==> src/rtl/jtframe_dwnld_pack.sv <==
// Packs the ROM-download byte stream into 16-bit masked SDRAM word writes through a small FIFO.
// Latency: completing byte at edge N -> FIFO after N+1 -> prog_we after N+2 (FIFO empty).
// Backpressure: prog_we held until prog_rdy; FIFO full drops words and sets sticky overflow.
//
// Ports: clk/rst_n (sync active-low); downloading/ioctl_addr/ioctl_dout/ioctl_wr byte stream in;
//        prog_addr/prog_data/prog_mask/prog_we/prog_rdy word handshake out; dwnld_busy, overflow, chksum status.
// Optional macro JTFRAME_DWNLD_CHKSUM_EN builds the 16-bit byte checksum; otherwise chksum is tied to 0.
module jtframe_dwnld_pack #(
    parameter int SDRAM_AW = 22,
    parameter int FIFO_AW  = 2,
    parameter bit SWAB     = 1'b0
) (
    input  logic                clk,
    input  logic                rst_n,
    input  logic                downloading,
    input  logic [24:0]         ioctl_addr,
    input  logic [7:0]          ioctl_dout,
    input  logic                ioctl_wr,
    output logic [SDRAM_AW-1:0] prog_addr,
    output logic [15:0]         prog_data,
    output logic [1:0]          prog_mask,
    output logic                prog_we,
    input  logic                prog_rdy,
    output logic                dwnld_busy,
    output logic                overflow,
    output logic [15:0]         chksum
);
    localparam int DEPTH = 1 << FIFO_AW;
    localparam int CW    = FIFO_AW + 1;

    typedef struct packed {
        logic [SDRAM_AW-1:0] addr;
        logic [15:0]         data;
        logic [1:0]          mask;   // active-low byte enables, bit0 = data[7:0]
    } word_t;

    // Pending (partially assembled) word
    logic  pend_valid_q, pend_valid_d;
    word_t pend_q, pend_d;
    // One-word push stage between the packer and the FIFO
    logic  push_vld_q, push_vld_d;
    word_t push_q, push_d;
    // FIFO storage and pointers
    word_t              mem_q [DEPTH];
    logic [FIFO_AW-1:0] wr_ptr_q, wr_ptr_d, rd_ptr_q, rd_ptr_d;
    logic [CW-1:0]      cnt_q, cnt_d;
    // Registered outputs
    word_t prog_q, prog_d;
    logic  prog_we_q, prog_we_d;
    logic  busy_q, busy_d;
    logic  overflow_q, overflow_d;
    logic  dl_q;

    logic                byte_ok;
    logic                byte_hi;
    logic [SDRAM_AW-1:0] byte_w;
    logic                dl_rise, dl_fall;
    logic                pop, fifo_full, wr_en, drop;
    logic [FIFO_AW-1:0]  head_idx;
    logic [CW-1:0]       remaining;

    assign byte_w  = ioctl_addr[SDRAM_AW:1];
    // Bytes above the SDRAM window are ignored entirely (no word, no checksum)
    assign byte_ok = ioctl_wr && ((ioctl_addr >> (SDRAM_AW + 1)) == 25'd0);
    assign byte_hi = ioctl_addr[0] ^ SWAB;
    assign dl_rise = downloading & ~dl_q;
    assign dl_fall = ~downloading & dl_q;

    // Byte packer
    always_comb begin
        pend_valid_d = pend_valid_q;
        pend_d       = pend_q;
        push_vld_d   = 1'b0;
        push_d       = push_q;
        if (byte_ok) begin
            // A byte for a different word retires the current one with its partial mask
            if (pend_valid_q && (byte_w != pend_q.addr)) begin
                push_vld_d   = 1'b1;
                push_d       = pend_q;
                pend_valid_d = 1'b0;
            end
            if (!pend_valid_d) begin
                pend_d.addr = byte_w;
                pend_d.data = 16'h0000;
                pend_d.mask = 2'b11;
            end
            if (byte_hi) begin
                pend_d.data[15:8] = ioctl_dout;
                pend_d.mask[1]    = 1'b0;
            end else begin
                pend_d.data[7:0]  = ioctl_dout;
                pend_d.mask[0]    = 1'b0;
            end
            pend_valid_d = 1'b1;
            // A fresh word only has one half filled, so this never collides with the retire above
            if (pend_d.mask == 2'b00) begin
                push_vld_d   = 1'b1;
                push_d       = pend_d;
                pend_valid_d = 1'b0;
            end
        end else if (dl_fall && pend_valid_q) begin
            // End of download: flush the half-filled word
            push_vld_d   = 1'b1;
            push_d       = pend_q;
            pend_valid_d = 1'b0;
        end
    end

    // FIFO control; a pop in the same cycle frees the slot for a push into a full FIFO
    always_comb begin
        pop        = prog_we_q & prog_rdy;
        fifo_full  = (cnt_q == CW'(DEPTH));
        wr_en      = push_vld_q && (!fifo_full || pop);
        drop       = push_vld_q && fifo_full && !pop;
        wr_ptr_d   = wr_ptr_q + FIFO_AW'(wr_en);
        rd_ptr_d   = rd_ptr_q + FIFO_AW'(pop);
        cnt_d      = cnt_q + CW'(wr_en) - CW'(pop);
        overflow_d = overflow_q;
        if (dl_rise) overflow_d = 1'b0;
        if (drop)    overflow_d = 1'b1;
    end

    // Output stage mirrors the FIFO head; entries written this edge are only visible next cycle
    always_comb begin
        head_idx  = rd_ptr_q + FIFO_AW'(pop);
        remaining = cnt_q - CW'(pop);
        prog_we_d = (remaining != '0);
        prog_d    = prog_we_d ? mem_q[head_idx] : '0;
        busy_d    = downloading | pend_valid_d | push_vld_d | (cnt_d != '0);
    end

    always_ff @(posedge clk) begin
        if (!rst_n) begin
            pend_valid_q <= 1'b0;
            pend_q       <= '0;
            push_vld_q   <= 1'b0;
            push_q       <= '0;
            wr_ptr_q     <= '0;
            rd_ptr_q     <= '0;
            cnt_q        <= '0;
            prog_q       <= '0;
            prog_we_q    <= 1'b0;
            busy_q       <= 1'b0;
            overflow_q   <= 1'b0;
            dl_q         <= 1'b0;
        end else begin
            pend_valid_q <= pend_valid_d;
            pend_q       <= pend_d;
            push_vld_q   <= push_vld_d;
            push_q       <= push_d;
            wr_ptr_q     <= wr_ptr_d;
            rd_ptr_q     <= rd_ptr_d;
            cnt_q        <= cnt_d;
            prog_q       <= prog_d;
            prog_we_q    <= prog_we_d;
            busy_q       <= busy_d;
            overflow_q   <= overflow_d;
            dl_q         <= downloading;
        end
    end

    // Storage needs no reset: cnt_q gates every read
    always_ff @(posedge clk) begin
        if (rst_n && wr_en) mem_q[wr_ptr_q] <= push_q;
    end

`ifdef JTFRAME_DWNLD_CHKSUM_EN
    logic [15:0] chksum_q, chksum_d;

    always_comb begin
        chksum_d = dl_rise ? 16'h0000 : chksum_q;
        if (byte_ok) chksum_d = chksum_d + {8'h00, ioctl_dout};
    end

    always_ff @(posedge clk) begin
        if (!rst_n) chksum_q <= 16'h0000;
        else        chksum_q <= chksum_d;
    end

    assign chksum = chksum_q;
`else
    assign chksum = 16'h0000;
`endif

    assign prog_addr  = prog_q.addr;
    assign prog_data  = prog_q.data;
    assign prog_mask  = prog_q.mask;
    assign prog_we    = prog_we_q;
    assign dwnld_busy = busy_q;
    assign overflow   = overflow_q;

endmodule

==> config.mk <==
export PLATFORM = sky130hd
export DESIGN_NAME = jtframe_dwnld_pack
export DESIGN_NICKNAME = d
export VERILOG_FILES = /design/src/rtl/jtframe_dwnld_pack.sv
export SDC_FILE = /design/constraint.sdc
export NUM_CORES = 1
export LEC_CHECK = 0
export BUFFER_PORTS_ARGS = -buffer_cell sky130_fd_sc_hd__buf_2
export CAP_MARGIN = 20
export CORE_ASPECT_RATIO = 0.9
export CORE_UTILIZATION = 40
export DETAILED_ROUTE_END_ITERATION = 16
export PLACE_DENSITY = 0.69
export SYNTH_ARGS = -nofsm -noshare
export SYNTH_HDL_FRONTEND = slang
export SYNTH_SLANG_ARGS = --single-unit
==> constraint.sdc <==
create_clock -name clk -period 5.8 [get_ports clk]
set_input_delay 0.29 -clock clk [delete_from_list [all_inputs] [get_ports clk]]
set_output_delay 0.29 -clock clk [all_outputs]
set_load 0.1 [all_outputs]
==> flow_metrics.env <==
export IMPL_cp_end_kind="register"
export IMPL_grt_first_pass_wirelength_um=34400
export IMPL_yosys_top_cells_area="sky130_fd_sc_hd__edfxtp_1 (44%), sky130_fd_sc_hd__dfxtp_1 (24%), sky130_fd_sc_hd__mux4_2 (8.2%), sky130_fd_sc_hd__nor2b_1 (2.4%), sky130_fd_sc_hd__mux2i_1 (2.3%)"
export IMPL_worstReg2RegEnd="prog_addr[10]$_SDFF_PN0_"
export IMPL_setup_total_negative_slack_ns=0
export IMPL_routed_via_count=6164
export IMPL_timing_final_setup_violations=0
export IMPL_finish_net_count=870
export IMPL_power_leakage_uw=0.00493
export IMPL_die_y_um=159
export IMPL_path_max_fanout=24
export IMPL_synth_top_area_cell="sky130_fd_sc_hd__edfxtp_1"
export IMPL_design_core_area_um2=27000
export IMPL_synth_enable_flop_cells=160
export IMPL_cts_buffers_inserted=28
export IMPL_ctsRootBufferMaster="sky130_fd_sc_hd__clkbuf_16"
export IMPL_critical_path_buf_inv_count=2
export IMPL_critPathMaxStageDelay_ns=0.78
export IMPL_grt_antenna_before_repair=0
export IMPL_tritoncts_num_sinks=293
export IMPL_design_portCount=97
export IMPL_drt_pass1_iterations=5
export IMPL_drt_iter0_drc=377
export IMPL_crit_family="adder cells"
export IMPL_critPathArrivalTime_ns=3.11
export IMPL_dpl_hpwl_um=13100
export IMPL_finalHoldViolCount=0
export IMPL_antennaDiodeCount=0
export IMPL_whs_endpoint="dl_q$_SDFF_PN0_"
export IMPL_critPathKind="reg -> reg"
export IMPL_ys_warn_count=0
export IMPL_weighted_congestion_reported_at_the_end_of_routability_driven_placement=0.754
export IMPL_drive_above_1_share=0.232
export IMPL_clock_insertion_delay_worst_skew_ns=0.54
export IMPL_global_route_usage_met1=0.225
export IMPL_commonest_non_fill_non_tap_cell_in_the_layout="sky130_fd_sc_hd__edfxtp_1"
export IMPL_r2r_worst_path_cells=6
export IMPL_cp_startpoint="prog_we$_SDFF_PN0_"
export IMPL_finalMaxSlewViolations=0
export IMPL_synth_flop_cell="sky130_fd_sc_hd__edfxtp_1"
export IMPL_ys_seq_elements=293
export IMPL_busiest_layer="met2"
export IMPL_critPathLaunchType="register"
export IMPL_whs_path_depth=3
export IMPL_grt_setup_unrepaired="no"
export IMPL_path_cells="nand2_1, inv_1, ha_2, buf_4, mux4_2, nor2b_1"
export IMPL_grt_usage=0.158
export IMPL_areaGrowthSynthToFinish_pct=17.3
export IMPL_worst_setup_hold_path_clk_slew_ns=0.06
export IMPL_grt_use_met3=0.0229
export IMPL_utilization=0.478
export IMPL_rr_startpoint="prog_we$_SDFF_PN0_"
export IMPL_post_detailed_route_via_to_cell_ratio=5.13
export IMPL_critical_path_slowest_cell="sky130_fd_sc_hd__ha_2"
export IMPL_asyncSetResetFlopFracSynth=0
export IMPL_mostFrequentLayoutCells="sky130_fd_sc_hd__edfxtp_1 (160), sky130_fd_sc_hd__dfxtp_1 (133), sky130_fd_sc_hd__buf_2 (80)"
export IMPL_maxCapViolations=0
export IMPL_grt_remaining_overflow=0
export IMPL_cts_resized=0
export IMPL_min_from="downloading"
export IMPL_die_w_um=177
export IMPL_relSlewSlack=0.346
export IMPL_cp_required_ns=6.23
export IMPL_avgSynthCellArea_um2=15.0
export IMPL_run_status="complete, no violations"
export IMPL_timing_clock_skew_ns=0.0163
export IMPL_postSynthCellCount=732
export IMPL_drt_total_wl_um=21900
export IMPL_layout_min_cycle_time_ns=2.69
export IMPL_max_vdd_ir_drop_uv=260
export IMPL_grt_start_max_net_pins=42
export IMPL_global_route_usage_met2=0.254
export IMPL_ant_nets=0
export IMPL_routed_wire_length_per_instance_um=18.2
export IMPL_htreeDepth=1
export IMPL_hold_path_class="in -> reg"
export IMPL_synth_distinct_cells=46
export IMPL_cell_area_after_technology_mapping_um2=11000
export IMPL_die_area_um2=28200
export IMPL_cts_setup_buffers=0
export IMPL_clk_path_buf_depth=3
export IMPL_fin_crit_sh=0.463
export IMPL_placement_row_count=57
export IMPL_via_count_of_the_first_global_routing_pass=6026
export IMPL_clock_fmax_mhz=372
export IMPL_tritoncts="done"
export IMPL_port_buffers=80
export IMPL_initial_core_util=0.407
export IMPL_synth_sequential_area_ratio=0.678
export IMPL_r2r_slack_ns=3.11
export IMPL_ctsHoldBuffers=11
export IMPL_remaining_drcs=0
export IMPL_power_density_cell_area_nw_per_um2=439
export IMPL_worst_slew_pin_transition_ns=0.981
export IMPL_synth_top_area_share=0.436
==> state kept, by name, summed over array words and instances, names as in the netlist <==
signal        flops
pend_q           40
push_q           40
overflow          1
dl_q              1
cnt_q             3
prog_data        16
dwnld_busy        1
prog_addr        22
rd_ptr_q          2
mem_q           160
pend_valid_q      1
prog_we           1
push_vld_q        1
wr_ptr_q          2
prog_mask         2
==> power by group <==
group | internal, µW | switching (µW) | leakage, µW
clock network | 1270 | 759 | 0.000523
logic | 331 | 1000 | 0.00163
registers | 2270 | 41.4 | 0.00278
==> layer usage <==
metal  part of all wire  routed length, µm  vias to the layer above
met1               0.46              10000                     3066
met4              0.021                450                        0
li1                   -                  -                     2885
met2               0.47              10300                      180
met3              0.051               1110                       33
met5                  0                  0                        -
==> stage by stage <==
stage	hold slack [ns]	cell area, µm²	setup slack, ns	power (µW)	std cells
4_1_cts	0.000428	12900	2.96	5720	1201
6_report	0.0129	12900	3.11	5680	1202
3_3_place_gp	0.463	11700	2.92	3690	1138
2_1_floorplan	0.407	11100	0.750	3480	747
5_1_grt	0.0153	12900	2.84	5870	1202
3_5_place_dp	0.477	11700	2.88	3700	1138
==> tightest hold or removal path, cell delays in order <==
cell and delay (ns):
sky130_fd_sc_hd__buf_2 0.12, sky130_fd_sc_hd__inv_1 0.06, sky130_fd_sc_hd__nor2_1 0.04
==> synth_stat cells (4+ instances only) <==
master,n
sky130_fd_sc_hd__nor2b_1,42
sky130_fd_sc_hd__mux2i_1,25
sky130_fd_sc_hd__edfxtp_1,160
sky130_fd_sc_hd__o221ai_1,8
sky130_fd_sc_hd__o32ai_1,8
sky130_fd_sc_hd__inv_1,28
sky130_fd_sc_hd__xor2_1,15
sky130_fd_sc_hd__dfxtp_1,133
sky130_fd_sc_hd__a221o_1,8
sky130_fd_sc_hd__a21oi_1,33
sky130_fd_sc_hd__o2bb2ai_1,22
sky130_fd_sc_hd__ha_1,5
sky130_fd_sc_hd__buf_4,16
sky130_fd_sc_hd__clkbuf_1,24
sky130_fd_sc_hd__nor2_1,14
sky130_fd_sc_hd__mux4_2,40
sky130_fd_sc_hd__nand4_1,5
sky130_fd_sc_hd__a32o_1,8
sky130_fd_sc_hd__buf_2,10
sky130_fd_sc_hd__o21bai_1,8
sky130_fd_sc_hd__xnor2_1,12
sky130_fd_sc_hd__nor3_1,4
sky130_fd_sc_hd__and2_1,7
sky130_fd_sc_hd__nand2_1,65
==> area by class of cell <==
| class | count | area, µm² |
|---|---|---|
| sequential | 293 | 7470 |
| timing repair buffer | 102 | 606 |
| clock buffer | 37 | 827 |
| tap | 354 | 443 |
| clock inverter | 15 | 228 |
| inverter | 28 | 105 |
| fill | 2312 | 14100 |
| multi-input combinational | 373 | 3250 |
==> worst max-delay path by stage <==
stage | to | slack, ns | depth (start not counted)
3_5_place_dp | prog_addr[18]$_SDFF_PN0_ | 2.88 | 7
2_1_floorplan | mem_q[1][0]$_DFFE_PP_ | 0.75 | 4
5_1_grt | prog_addr[21]$_SDFF_PN0_ | 2.84 | 6
3_3_place_gp | prog_addr[10]$_SDFF_PN0_ | 2.92 | 7
6_report | prog_addr[10]$_SDFF_PN0_ | 3.11 | 6
4_1_cts | prog_addr[21]$_SDFF_PN0_ | 2.96 | 6
==> logic make-up after synthesis <==
logic type | count (synthesis) | share of synthesized area
DFF | 293 | 0.678
and+or+nand+nor | 153 | 0.0767
AOI/OAI and AO/OA | 106 | 0.0751
buffers and inverters | 81 | 0.0362
muxes | 65 | 0.105
xor gates and xnor gates | 27 | 0.0215
adders and majority gates | 6 | 0.00750
other | 1 | 0.000341
(Power assumes the default switching activity.)
